### src/rtl/orv64_param_pkg.sv
// Global ORV64 implementation parameters shared across the core.
package orv64_param_pkg;

    localparam int ORV64_N_CYCLE_INT_MUL = 4;

endpackage

### src/rtl/orv64_typedef_pkg.sv
// ORV64 shared type definitions for the integer multiply path.
package orv64_typedef_pkg;

    typedef enum logic [2:0] {
        ORV64_MUL_OP_MUL,
        ORV64_MUL_OP_MULH,
        ORV64_MUL_OP_MULHSU,
        ORV64_MUL_OP_MULHU,
        ORV64_MUL_OP_MULW
    } orv64_mul_op_t;

    typedef enum logic [2:0] {
        ORV64_MUL_TYPE_NONE,
        ORV64_MUL_TYPE_L,
        ORV64_MUL_TYPE_HSS,
        ORV64_MUL_TYPE_HSU,
        ORV64_MUL_TYPE_HUU,
        ORV64_MUL_TYPE_W
    } orv64_mul_type_t;

    function automatic orv64_mul_type_t orv64_mul_op_to_type(input orv64_mul_op_t op);
        orv64_mul_type_t t;
        case (op)
            ORV64_MUL_OP_MUL:    t = ORV64_MUL_TYPE_L;
            ORV64_MUL_OP_MULH:   t = ORV64_MUL_TYPE_HSS;
            ORV64_MUL_OP_MULHSU: t = ORV64_MUL_TYPE_HSU;
            ORV64_MUL_OP_MULHU:  t = ORV64_MUL_TYPE_HUU;
            ORV64_MUL_OP_MULW:   t = ORV64_MUL_TYPE_W;
            default:             t = ORV64_MUL_TYPE_NONE;
        endcase
        return t;
    endfunction

    // MUL and MULW results sit in the low half (W is already sign-extended there).
    function automatic logic orv64_mul_op_takes_high(input orv64_mul_op_t op);
        return (op == ORV64_MUL_OP_MULH) || (op == ORV64_MUL_OP_MULHSU) ||
               (op == ORV64_MUL_OP_MULHU);
    endfunction

endpackage

### src/rtl/orv64_mul_seq_ctrl.sv
// Sequencing controller between the issue stage and the fixed-latency multiplier:
// latches one request, pulses start, waits for completion and holds the response.
module orv64_mul_seq_ctrl
    import orv64_param_pkg::*;
    import orv64_typedef_pkg::*;
#(
    parameter int N_CYCLE    = ORV64_N_CYCLE_INT_MUL,
    parameter int LAT_MARGIN = 2
) (
    input  logic            clk,
    input  logic            rst_n,

    input  logic            req_valid,
    output logic            req_ready,
    input  orv64_mul_op_t   req_op,
    input  logic [63:0]     req_rs1,
    input  logic [63:0]     req_rs2,
    input  logic [4:0]      req_rd_idx,

    input  logic            flush,
    output logic            busy,
    output logic            lat_err,

    output logic            resp_valid,
    input  logic            resp_ready,
    output logic [63:0]     resp_data,
    output logic [4:0]      resp_rd_idx,

    output logic            mul_start_pulse,
    output logic [63:0]     mul_rs1,
    output logic [63:0]     mul_rs2,
    output orv64_mul_type_t mul_type,
    input  logic            mul_complete,
    input  logic [63:0]     mul_rdh,
    input  logic [63:0]     mul_rdl
);

    localparam int CNT_SAT = N_CYCLE + LAT_MARGIN;
    localparam int CNT_W   = $clog2(CNT_SAT + 1);

    typedef enum logic [1:0] {IDLE, START, WAIT, DONE} state_t;

    state_t          state_q, state_d;
    logic            kill_q, kill_d;
    logic [CNT_W-1:0] cnt_q, cnt_d;
    logic            lat_err_q, lat_err_d;
    logic [63:0]     rs1_q, rs2_q, resp_data_q;
    orv64_mul_op_t   op_q;
    logic [4:0]      rd_q;

    logic accept;
    logic capture;

    assign accept  = req_valid && (state_q == IDLE) && !flush;
    // A result is kept only if no flush was seen since START, including this cycle.
    assign capture = (state_q == WAIT) && mul_complete && !kill_q && !flush;

    always_ff @(posedge clk or negedge rst_n) begin
        if (!rst_n) begin
            state_q   <= IDLE;
            kill_q    <= 1'b0;
            cnt_q     <= '0;
            lat_err_q <= 1'b0;
        end else begin
            state_q   <= state_d;
            kill_q    <= kill_d;
            cnt_q     <= cnt_d;
            lat_err_q <= lat_err_d;
        end
    end

    always_comb begin
        state_d   = state_q;
        kill_d    = kill_q;
        cnt_d     = '0;
        lat_err_d = lat_err_q;
        case (state_q)
            IDLE: begin
                kill_d = 1'b0;
                if (accept) state_d = START;
            end
            START: begin
                if (flush) kill_d = 1'b1;
                state_d = WAIT;
            end
            WAIT: begin
                if (flush) kill_d = 1'b1;
                cnt_d = (cnt_q == CNT_W'(CNT_SAT)) ? cnt_q : cnt_q + 1'b1;
                if (mul_complete) begin
                    state_d = (kill_q || flush) ? IDLE : DONE;
                    kill_d  = 1'b0;
                    cnt_d   = '0;
                end else if (cnt_q == CNT_W'(CNT_SAT - 1)) begin
                    lat_err_d = 1'b1;
                end
            end
            DONE: begin
                if (flush || resp_ready) state_d = IDLE;
            end
            default: state_d = IDLE;
        endcase
    end

    always_comb begin
        req_ready       = (state_q == IDLE);
        busy            = (state_q != IDLE);
        resp_valid      = (state_q == DONE);
        mul_start_pulse = (state_q == START);
        mul_type        = ((state_q == START) || (state_q == WAIT)) ?
                          orv64_mul_op_to_type(op_q) : ORV64_MUL_TYPE_NONE;
    end

    always_ff @(posedge clk or negedge rst_n) begin
        if (!rst_n) begin
            rs1_q       <= '0;
            rs2_q       <= '0;
            op_q        <= ORV64_MUL_OP_MUL;
            rd_q        <= '0;
            resp_data_q <= '0;
        end else begin
            if (accept) begin
                rs1_q <= req_rs1;
                rs2_q <= req_rs2;
                op_q  <= req_op;
                rd_q  <= req_rd_idx;
            end
            if (capture) begin
                resp_data_q <= orv64_mul_op_takes_high(op_q) ? mul_rdh : mul_rdl;
            end
        end
    end

    assign mul_rs1     = rs1_q;
    assign mul_rs2     = rs2_q;
    assign resp_data   = resp_data_q;
    assign resp_rd_idx = rd_q;
    assign lat_err     = lat_err_q;

endmodule
### config.mk
export PLATFORM = sky130hd
export DESIGN_NAME = orv64_mul_seq_ctrl
export DESIGN_NICKNAME = d
export VERILOG_FILES = /design/src/rtl/orv64_param_pkg.sv /design/src/rtl/orv64_typedef_pkg.sv /design/src/rtl/orv64_mul_seq_ctrl.sv
export SDC_FILE = /design/constraint.sdc
export NUM_CORES = 1
export LEC_CHECK = 0
export ABC_AREA = 1
export BUFFER_PORTS_ARGS = -buffer_cell sky130_fd_sc_hd__buf_2
export CAP_MARGIN = 20
export CORE_AREA = 2 2 183 185
export CTS_BUF_LIST = sky130_fd_sc_hd__clkbuf_16
export CTS_CLUSTER_SIZE = 28
export DETAILED_ROUTE_END_ITERATION = 8
export DIE_AREA = 0 0 185 187
export PLACE_DENSITY_LB_ADDON = 0.1
export SYNTH_ARGS = -nofsm -noshare
export SYNTH_HDL_FRONTEND = slang
export SYNTH_SLANG_ARGS = --single-unit
### constraint.sdc
create_clock -name clk -period 4.4 [get_ports clk]
set_input_delay 0.88 -clock clk [delete_from_list [all_inputs] [get_ports clk]]
set_output_delay 0.88 -clock clk [all_outputs]
set_load 0.1 [all_outputs]
==> reports/summary.txt <==
Number of iterations in the first detailed-routing pass - 6
Startpoint types - flop
Sink count of the clock tree - 207
Count of state elements after synthesis - 207
Maximum number of pins on one net before global-route repair - 191
Global placer's final weighted congestion - 0.793
Final setup vio count - 0
Met2 track demand over resource in global routing - 27.7%
Synthesized instance count - 1184
First-pass GRT wire length - 46100 um
Number of H-tree levels - 1
Net count of the mapped netlist - 1462
Commonest cells in the synthesized netlist - nand2_1, inv_1, dfrtp_1
Worst-path cell chain - inv_1 -> ha_1 -> inv_1 -> a211oi_1 -> buf_2
Global router's overall resource usage - 16.8%
Total of max-cap violations - 0
Average cell area after synthesis - 7.96 sq um
Critical-path top delay cell - buf_2
Antenna Violating Nets Remaining - 0
Sequential element share of the synthesized area - 55.0%
Routed wirelength normalized by instance count - 14.1 um
Met1 usage - 21.0%
DPL Wire Length - 21900 um
Final core utilization - 39.1%
CTS tree - yes
Clock buffer count from CTS - 25
Overflow left after global routing - 0
Maximum net fanout on the critical path - 6
Number of global-route vias before repair - 8219
I/O Pins - 475
Tcrit/Tclk final - 68.1%
Setup TNS Final - 0 ps
Met3 usage - 5.92%
Class of the worst hold path - primary input to async pin
Delay of the slowest cell on the worst path - 470 ps
Number of gates resized after cts - 0
Result of the run - completed
Highest achievable clock rate - 334 MHz
DR vias/cell - 4.03
Floorplan die width - 185 um
Final WL - 29800 um
Clock Skews - 11.6 ps
Register clock-pin slew on the reported worst setup and hold paths - 60 ps
Crit Path Class - flop to primary output
Number of design-rule violations left by the first detailed-router iteration - 302
Cell types with the largest area share after synthesis - dfrtp_1, nand2_1, inv_1, o21ai_0, nand3_1
Arr. time, crit path - 2120 ps
Worst Tran Pin Value - 919 ps
Starting utilization of the core area - 28.7%
Share of layout cells above drive strength 1 - 31.6%
Number of buffers inserted by port buffering - 474
Most common cell in the netlist - nand2_1
Worst-case headroom to the max-slew limit - 38.6%
Placeable core area - 0.0329 sq mm
Synth Warn # - 0
EDFF count, synth - 0
Root buf cell - clkbuf_16
Setup repair after global routing missed its margin - false
Post-route insts no fill - 2108
Max-slew violation total from the final report - 0
Number of placed instances with taps included - 2059
Vertical die dimension - 187 um
Async set-or-reset flop fraction in the synthesized netlist - 100%
Dominant cell type by area after synthesis - dfrtp_1
Critical path endpoint category - primary output
Longest Clk Path Bufs - 3
Number of nets in the finished design - 1916
Post CTS Setup Buffer Count - 0
Data required time of the worst path - 3520 ps
Netlist cell types - 23
Area added between synthesis and finish - 36.4%
Area of the mapped netlist - 0.00942 sq mm
Final Hold Fails - 0
Antenna violations before repair - 6
Proportion of netlist area held by the largest area contributor - 55.0%
Skew-Pair Late Insertion Delay - 520 ps
Post-synth top flop - dfrtp_1
# DRC - 0
Fin crit period - 3000 ps
Row Count - 67
Most used cell, CP - inv_1
Routing layer with the top usage in global route - met2
Number of hold-repair buffers added at the cts stage - 0
Die area - 0.0346 sq mm
Routed vias - 8489
-- cells in the final DEF, fill, tap and decap left out, drive strengths merged --
cell and n:
clkbuf 26, dfrtp 207, o21ai 140, a31oi 1
clkinv 12, diode 4, nor2 9, a31o 1
nand2 407, o21a 1, ha 8, nor3 1
nand3 69, a21oi 6, inv 281, buf 482
bufinv 2, clkinvlp 1, a211oi 2
-- sequential cells by signal, indices dropped and copies added (netlist names) --
name,flops
mul_rs1,64
lat_err,1
resp_rd_idx,5
op_q,3
mul_rs2,64
resp_data,64
cnt_q,3
kill_q,1
state_q,2
-- cell families (layout without fill, tap and decap cells) --
family                   count (synthesis)  count (layout)  share of synthesized area [%]
AND/OR/NAND/NOR                        486             486                           20.5
buffers and inverters                  332             804                           15.3
flip-flops                             207             207                           55.0
AO/OA/AOI/OAI                          151             151                           8.19
adder cells (fa/ha/maj)                  8               8                           1.06
other                                    0               4                              0
-- stage by stage --
stage / cell area [sq um] / setup slack, ps / hold WS (ps)
after floorplan: 9420 / 459 / 465
after global placement: 12100 / 1760 / 451
after detailed placement: 12100 / 1730 / 457
after CTS: 12800 / 1330 / 456
after global routing: 12800 / 1260 / 457
final: 12800 / 1400 / 445
-- layout make-up --
class | instances | area [sq um]
fill | 3570 | 20000
sequential | 207 | 5180
multi-input combinational | 645 | 2820
timing repair buffer | 483 | 2470
inverter | 276 | 1040
clock buffer | 25 | 626
tap | 448 | 561
clock inverter | 20 | 136
antenna | 4 | 10.0
-- routing by layer --
| metal | share of wire, % | vias up |
|---|---|---|
| met2 | 46 | 328 |
| met5 | 0.15 | - |
| met1 | 42 | 3701 |
| met3 | 10 | 46 |
| li1 | - | 4408 |
| met4 | 2.0 | 6 |
-- path summary, 6_finish.rpt --
kind                       cells after the start        from             to  slack (ps)
max                                            5  state_q[1]    mul_type[1]        1400
min                                            1       rst_n  resp_data[49]         440
max reg2reg                                    5  state_q[1]    mul_rs2[51]        1850
min reg2reg                                    1     lat_err        lat_err         460
max in group asynchronous                      2       rst_n     mul_rs2[1]        3030
min in group clk                               1     lat_err        lat_err         460
-- critical path: cells and delay by family (launching register included) --
family / cells / cell delay (ps)
adder cells (fa/ha/maj): 1 / 280
buffers and inverters: 3 / 650
AO/OA/AOI/OAI: 1 / 240
flip-flops: 1 / 430
Power is left out: the tool's default activity adds up to more than one toggle a clock period on the data nets, which glitch-free logic cannot reach.
